$ cat config.mk
export PLATFORM = sky130hd
export DESIGN_NAME = npu_weight_fetch_ctrl
export DESIGN_NICKNAME = d
export VERILOG_FILES = /design/src/rtl/npu_weight_fetch_ctrl.sv
export SDC_FILE = /design/constraint.sdc
export NUM_CORES = 2
export LEC_CHECK = 0
export CORE_AREA = 2 2 431 433
export DETAILED_ROUTE_END_ITERATION = 12
export DIE_AREA = 0 0 433 435
export PLACE_DENSITY = 0.65
export RECOVER_POWER = 100
export SETUP_SLACK_MARGIN = 0.05
export SYNTH_ARGS = -nofsm -noshare
export SYNTH_HDL_FRONTEND = slang
export SYNTH_SLANG_ARGS = --single-unit
$ cat constraint.sdc
create_clock -name clk -period 28.1 [get_ports clk]
set_clock_uncertainty 0.1 [all_clocks]
set_input_delay 5.62 -clock clk [delete_from_list [all_inputs] [get_ports clk]]
set_output_delay 5.62 -clock clk [all_outputs]
set_load 0.05 [all_outputs]
$ cat src/rtl/npu_weight_fetch_ctrl.sv
// Weight-ROM row fetch sequencer: issues row reads, absorbs ROM latency in a credit-limited
// output FIFO and streams rows to the MAC array. Optional stall counter: NPU_WFETCH_STALL_CNT_EN.
`ifndef LOG2_FILTER_MEM_ADDR_WIDTH
`define LOG2_FILTER_MEM_ADDR_WIDTH 10
`endif

module npu_weight_fetch_ctrl #(
  parameter int DATA_WIDTH  = 16,
  parameter int ROM_LATENCY = 2,
  parameter int FIFO_DEPTH  = 4,
  parameter int LEN_WIDTH   = 12
) (
  input  logic                                   clk,
  input  logic                                   rst,
  input  logic                                   cmd_valid,
  output logic                                   cmd_ready,
  input  logic [`LOG2_FILTER_MEM_ADDR_WIDTH-1:0] cmd_base,
  input  logic [LEN_WIDTH-1:0]                   cmd_len,
  input  logic                                   flush,
  output logic [`LOG2_FILTER_MEM_ADDR_WIDTH-1:0] rom_rd_addr,
  input  logic [32*DATA_WIDTH-1:0]               rom_rd_data,
  output logic [32*DATA_WIDTH-1:0]               weights_data,
  output logic                                   weights_valid,
  input  logic                                   weights_ready,
  output logic                                   weights_last,
  output logic                                   busy,
  output logic                                   done,
  output logic [31:0]                            stall_cnt
);

  localparam int ROW_W = 32 * DATA_WIDTH;
  localparam int PTR_W = $clog2(FIFO_DEPTH);
  localparam int CNT_W = PTR_W + 1;

  typedef enum logic [1:0] {S_IDLE, S_FETCH, S_DRAIN, S_DONE} state_t;

  state_t                 state_reg, state_next;
  logic [LEN_WIDTH-1:0]   len_reg;
  logic [LEN_WIDTH-1:0]   issued_reg;
  logic [LEN_WIDTH-1:0]   push_idx_reg;
  logic [ROM_LATENCY:0]   pipe_reg;
  logic [PTR_W-1:0]       wr_ptr_reg, rd_ptr_reg;
  logic [CNT_W-1:0]       fifo_count_reg;
  logic [ROW_W:0]         fifo_mem [FIFO_DEPTH];
  logic [ROW_W:0]         fifo_head;

  logic       accept, issue, push, pop, credit_ok;
  logic [7:0] inflight, occupancy;

  assign cmd_ready = (state_reg == S_IDLE);
  assign busy      = (state_reg != S_IDLE);
  assign done      = (state_reg == S_DONE);
  assign accept    = cmd_valid & cmd_ready & ~flush;
  assign push      = pipe_reg[ROM_LATENCY];
  assign pop       = weights_valid & weights_ready;

  // A row popped this cycle frees its slot before the newly issued read can land.
  assign inflight  = 8'($countones(pipe_reg));
  assign occupancy = 8'(fifo_count_reg) + inflight - 8'(pop);
  assign credit_ok = occupancy < 8'(FIFO_DEPTH);

  assign fifo_head     = fifo_mem[rd_ptr_reg];
  assign weights_valid = (fifo_count_reg != '0);
  assign weights_data  = weights_valid ? fifo_head[ROW_W-1:0] : '0;
  assign weights_last  = weights_valid & fifo_head[ROW_W];

  always_ff @(posedge clk or posedge rst) begin
    if (rst) state_reg <= S_IDLE;
    else     state_reg <= state_next;
  end

  always_comb begin
    state_next = state_reg;
    issue      = 1'b0;
    case (state_reg)
      S_IDLE: begin
        if (accept) begin
          // First read goes out with acceptance so the address is valid the next cycle.
          issue      = (cmd_len != '0);
          state_next = (cmd_len != '0) ? S_FETCH : S_DONE;
        end
      end
      S_FETCH: begin
        if (issued_reg == len_reg) state_next = S_DRAIN;
        else                       issue = ~flush & credit_ok;
      end
      S_DRAIN: begin
        if (inflight == 8'd0 &&
            (fifo_count_reg == '0 || (fifo_count_reg == CNT_W'(1) && pop)))
          state_next = S_DONE;
      end
      S_DONE:  state_next = S_IDLE;
      default: state_next = S_IDLE;
    endcase
    if (flush) state_next = S_IDLE;
  end

  always_ff @(posedge clk or posedge rst) begin
    if (rst) begin
      rom_rd_addr    <= '0;
      len_reg        <= '0;
      issued_reg     <= '0;
      push_idx_reg   <= '0;
      pipe_reg       <= '0;
      wr_ptr_reg     <= '0;
      rd_ptr_reg     <= '0;
      fifo_count_reg <= '0;
    end else if (flush) begin
      issued_reg     <= '0;
      push_idx_reg   <= '0;
      pipe_reg       <= '0;
      wr_ptr_reg     <= '0;
      rd_ptr_reg     <= '0;
      fifo_count_reg <= '0;
    end else begin
      if (accept) begin
        len_reg      <= cmd_len;
        issued_reg   <= (cmd_len != '0) ? LEN_WIDTH'(1) : '0;
        push_idx_reg <= '0;
      end else if (issue) begin
        issued_reg <= issued_reg + LEN_WIDTH'(1);
      end
      // Consecutive rows, so incrementing equals base+issued and wraps at the top row.
      if (issue)
        rom_rd_addr <= (state_reg == S_IDLE) ? cmd_base : rom_rd_addr + 1'b1;
      pipe_reg <= {pipe_reg[ROM_LATENCY-1:0], issue};
      if (push) begin
        wr_ptr_reg   <= wr_ptr_reg + PTR_W'(1);
        push_idx_reg <= push_idx_reg + LEN_WIDTH'(1);
      end
      if (pop) rd_ptr_reg <= rd_ptr_reg + PTR_W'(1);
      case ({push, pop})
        2'b10:   fifo_count_reg <= fifo_count_reg + CNT_W'(1);
        2'b01:   fifo_count_reg <= fifo_count_reg - CNT_W'(1);
        default: fifo_count_reg <= fifo_count_reg;
      endcase
    end
  end

  always_ff @(posedge clk) begin
    if (push)
      fifo_mem[wr_ptr_reg] <= {(push_idx_reg == len_reg - LEN_WIDTH'(1)), rom_rd_data};
  end

`ifdef NPU_WFETCH_STALL_CNT_EN
  logic [31:0] stall_cnt_reg;

  always_ff @(posedge clk or posedge rst) begin
    if (rst)
      stall_cnt_reg <= '0;
    else if (accept)
      stall_cnt_reg <= '0;
    else if (weights_valid && !weights_ready && stall_cnt_reg != 32'hFFFF_FFFF)
      stall_cnt_reg <= stall_cnt_reg + 32'd1;
  end

  assign stall_cnt = stall_cnt_reg;
`else
  assign stall_cnt = '0;
`endif

endmodule

After elaboration in Yosys (flattened, before gate mapping)
Memories as Yosys holds them, arrays and structs flattened.
Cells that the tools add are included.
{"block": "word_totals", "word_cells": 84, "memories": 1, "ff_bits": 58, "input_bits": 539, "out_inout_bits": 559, "ramBits": 2052}
{"block": "classes", "magnitude_cmp": 1, "bitwise": 6, "n_eq_ne": 11, "mux": 27, "addsub": 12, "n_reduce_logical": 17}
{"memory": "fifo_mem", "depth": 4, "width": 513, "rd": 1, "rd_clocked_by_memory_dff": 0, "wr": 1, "line_no": "44", "rtl": "logic [ROW_W:0] fifo_mem [FIFO_DEPTH];"}
{"op": "$mux W512", "count": 1}
{"op": "$mux W12", "count": 6}
{"op": "$add A12 B1 Y12 const B", "count": 2}
{"op": "$eq A12 B12 Y1", "count": 2}
{"op": "$mux W2", "count": 9}
{"op": "$reduce_bool A12 Y1", "count": 1}
{"op": "$reduce_bool A3 Y1", "count": 4}
{"op": "$sub A12 B1 Y12 const B", "count": 1}
{"op": "$add A10 B1 Y10 const B", "count": 1}
{"op": "$mux W10", "count": 1}
{"op": "$logic_not A8 Y1", "count": 1}
{"op": "$lt A8 B3 Y1 const B", "count": 1}
{"op": "$pmux W2 S4", "count": 1}
{"op": "$eq A2 B2 Y1 const B", "count": 3}
{"op": "$mux W3", "count": 2}
{"op": "$ne A3 B3 Y1 const B", "count": 2}
{"op": "$pmux W3 S2", "count": 1}
{"op": "$reduce_bool A2 Y1", "count": 3}
{"op": "$and A1 B1 Y1", "count": 5}
{"op": "$mux W1", "count": 5}
{"op": "$sub A4 B1 Y5", "count": 1}
{"op": "$add A2 B1 Y2 const B", "count": 2}
{"op": "$add A3 B3 Y4", "count": 1}
{"op": "$eq A2 B1 Y1 const B", "count": 2}
{"op": "other kinds (14)", "count": 16}

Longest topological paths before layout
{"block": "depth", "ltp_word": 11, "mapped_depth": 15, "ltp_nobuf": 14}

Worst setup path after synthesis
OpenSTA, ideal clock, no wires.
{"block": "synth_timing", "kind": "flip-flop to flip-flop", "startpoint": "register pipe_reg[2]", "endpoint": "memory fifo_mem[0][0] (netlist name) (enable)", "stages_incl_launch_ff": 3, "synth_period_minus_slack_ns": 13.320, "t_required_ns": 27.055, "setup_slack_ns": 14.780, "arrival_ns": 12.275, "path_cell_list": "dfrtp_1 > buf_1 > and2_1"}
{"block": "synth_between", "elab_chain_cells": 2}
{"item": "from (decl)", "line_no": "41", "rtl": "logic [ROM_LATENCY:0] pipe_reg;"}
{"item": "from (signal assigned)", "line_no": "126", "rtl": "pipe_reg <= {pipe_reg[ROM_LATENCY-1:0], issue};"}
{"item": "$mux W1", "line_no": "141", "rtl": "if (push)"}
{"item": "$mux W1 (implied by the code)", "line_no": "142", "rtl": "fifo_mem[wr_ptr_reg] <= {(push_idx_reg == len_reg - LEN_WIDTH'(1)), rom_rd_data};"}
{"item": "to (decl)", "line_no": "44"}
No other way between the ends.

Final worst setup path
{"block": "layout_timing", "startpoint": "register fifo_count_reg[0]", "endpoint": "output weights_data[150]"}
{"block": "layout_between", "elab_chain_cells": 2}
{"item": "from (decl)", "line_no": "43", "rtl": "logic [CNT_W-1:0] fifo_count_reg;"}
{"item": "from (signal assigned)", "line_no": "133", "rtl": "2'b10: fifo_count_reg <= fifo_count_reg + CNT_W'(1);"}
{"item": "from (signal assigned)", "line_no": "134", "rtl": "2'b01: fifo_count_reg <= fifo_count_reg - CNT_W'(1);"}
{"item": "from (signal assigned)", "line_no": "135", "rtl": "default: fifo_count_reg <= fifo_count_reg;"}
{"item": "$reduce_bool A3 Y1", "line_no": "63", "rtl": "assign weights_valid = (fifo_count_reg != '0);"}
{"item": "$mux W512", "line_no": "64", "rtl": "assign weights_data = weights_valid ? fifo_head[ROW_W-1:0] : '0;"}
{"item": "to (decl)", "line_no": "22", "rtl": "output logic [32*DATA_WIDTH-1:0] weights_data,"}
No other way between the ends.

==> results.ini <==
[critical_path]
timing.critical_path.fanout_max=193
worst_ep_required_time_ns=22.38
crit_cells=7
cp-end-kind=output port
worst_ep_arrival_time_ns=13.09
path_cells=inv_1 > ha_1 > nand2b_1 > clkbuf_1 > buf_4 > and2_1 > dlygate4sd3_1
reg2regPathDepth=5
setup.worst_path.class=reg -> out
worst-r2r-setup-slack_ns=12.33
count_of_buffer_and_inverter_cells_on_the_critical_path=4
crit_path_top_delay_cell=clkbuf_1
startpoint_type=flip-flop
cpLargestDelayFamily=buffers and inverters
cpPeakStageDelay_ns=6.15

[cells_and_area]
largest_reg_flops=2052
layout-drive-gt1-share=0.168
most-common-layout-cells=edfxtp_1, dlygate4sd3_1, mux4_2
areaGrowthSynthToFinish_pct=25.0
top_register=fifo_mem
stdcell_count=7577
most_common_library_cell_in_the_layout_ignoring_fill_and_taps=edfxtp_1
design.final.nets=5393
post-route-cell-area_um2=101000

[place]
port-buffer-count=1065
gp_congestion=0.851
preCtsSetupSlack_ns=16.32
cells_after_dpl=7097
dpl.hpwl_um=134000
placement.cell_area_um2=94500

[cts]
post-cts-setup-buffers=0
tritoncts=built
clock_insertion_delay_worst_skew_ns=0.86
cts.sinks=2110
clk_transition_reported_paths_ns=0.06
max_h_tree_level=4
cts_inserted_buffers=213
cts_root_buf=clkbuf_16
cts_max_path_buffers=3
cts.hold.buffers_added=0
post_cts_resized=0

[drt]
avgViaCountPerCell=5.41
detailroute.via_count=41000
routedWlPerCell_um=27.7
route.final.wire_length_um=210000
drc=0
violation_count_after_the_first_detailed_route_iteration=3034
firstDrtPassIters=5
ant_nets=0

[global_route]
remaining_global_route_overflow=0
antenna_found_initial=203
grt_pass1_vias=41600
grt_max_degree=194
wire_length_of_the_first_global_routing_pass_um=298000
grt_use_total=0.221

[floorplan]
width_of_the_chip_um=433
die_area_um2=188000
boundaryPins=1098
starting_density_of_the_core=0.441
fp.dieH_um=435
core_region_area_um2=184000
core.rowCount=158

[timing]
final_period_minus_worst_setup_slack_ns=18.81
max_slew.worst_pin.slew_ns=9.84
final_min_period_over_clock_period=0.670
setup-tns-final_ns=0
fmax_mhz=53.2
final.hold.worst_slack_ns=0.408
hold_viol_final=0
unrepaired_setup_endpoints_after_global_routing=no
final_setup_viols=0
timing.max_slew.rel_slack=-5.56
layout_setup_ws_ns=9.29
finalMaxSlewViolations=2632

[run]
cap_viol_max_count=36

[synth]
synth_warnings=0
synth_sequential_area_ratio=0.777
synth_seq_cells=2110
ys_types=53
asyncSetResetFlopFracSynth=0.0275
syn_inst=3701
synth-edff-count=2052
combined_area_of_all_synthesized_cells_um2=81100
synthesized_area_per_cell_um2=21.9
synth-main-ff-cell=edfxtp_1

[min_path]
holdPathStages=2
holdCritPathClass=reg -> reg

[pwr]
power.density_cell_area_nw_per_um2=108
vdd.ir_drop.worst_v=0.000132
static-leakage-power_uw=0.0326

[run_status]
violations=max-capacitance violations, max-slew violations
run_status=finished with violations

tightest hold or removal path: stages, from the launching register on:
cell	delay (ns)
dfrtp_1	0.32
inv_1	0.06
nor2_1	0.09
Yosys cell counts (16+ instances only):
| cell type | instances | area share |
|---|---|---|
| a21oi_1 | 19 | 0.0012 |
| and2_1 | 520 | 0.040 |
| buf_1 | 40 | 0.0019 |
| buf_2 | 50 | 0.0031 |
| buf_4 | 34 | 0.0031 |
| clkbuf_1 | 102 | 0.0047 |
| dfrtp_1 | 58 | 0.018 |
| edfxtp_1 | 2052 | 0.76 |
| ha_1 | 21 | 0.0032 |
| inv_1 | 20 | 0.00093 |
| mux4_2 | 513 | 0.14 |
| nand2_1 | 33 | 0.0015 |
| nand3_1 | 19 | 0.0012 |
| nor2_1 | 28 | 0.0013 |
| o21ai_0 | 30 | 0.0019 |
| or3_1 | 16 | 0.0012 |
| xnor2_1 | 30 | 0.0032 |
logic make-up (layout without fill, tap and decap cells):
group                    after synthesis  after routing  share of synthesized area
flip-flops                          2110           2110                      0.777
multiplexers                         532            532                      0.145
XOR/XNOR                              41             41                    0.00443
AND/OR/NAND/NOR                      666            666                     0.0495
AO/OA/AOI/OAI                         80             80                    0.00611
adder cells (fa/ha/maj)               22             22                    0.00349
other                                  1            111                  0.0000462
buffers and inverters                249           1535                     0.0140
path summary, 6_finish.rpt:
path,to,start
worst max-delay path,weights_data[150],fifo_count_reg[0]
worst min-delay path,pipe_reg[2],pipe_reg[1]
worst max register to register,fifo_mem[3][259],pipe_reg[2]
worst min register to register,pipe_reg[2],pipe_reg[1]
max in group asynchronous,rd_ptr_reg[1],rst
min in group asynchronous,len_reg[8],rst
where the power goes:
group,total (uW),internal [uW],switching [uW],leakage [uW]
clock network,2810,1610,1190,0.00339
logic,4520,1440,3080,0.00998
registers,3630,3570,66.7,0.0192
total,11000,6620,4340,0.0326
through the flow:
step	util	total power (uW)
after global placement	0.513	8370
after global routing	0.551	11300
after detailed placement	0.513	8360
after floorplan	-	6690
final	0.551	11000
after CTS	0.551	11200
metal layers:
metal / share of wire / GRT usage / vias up
li1: - / - / 17400
met1: 0.38 / 0.277 / 21400
met2: 0.50 / 0.357 / 1565
met3: 0.069 / 0.0568 / 595
met4: 0.051 / 0.110 / 50
met5: 0.0015 / 0 / -
final cells by class:
type,count,area [um2]
fillers,14000,82600
multi-input cells,1373,17000
clock inverters,133,1380
inverters,22,82.6
diodes,79,198
repair buffers,1112,10900
flip-flops and latches,2110,63100
clock buffers,268,5610
well taps,2480,3100
Power figures use the tool's default switching activity.
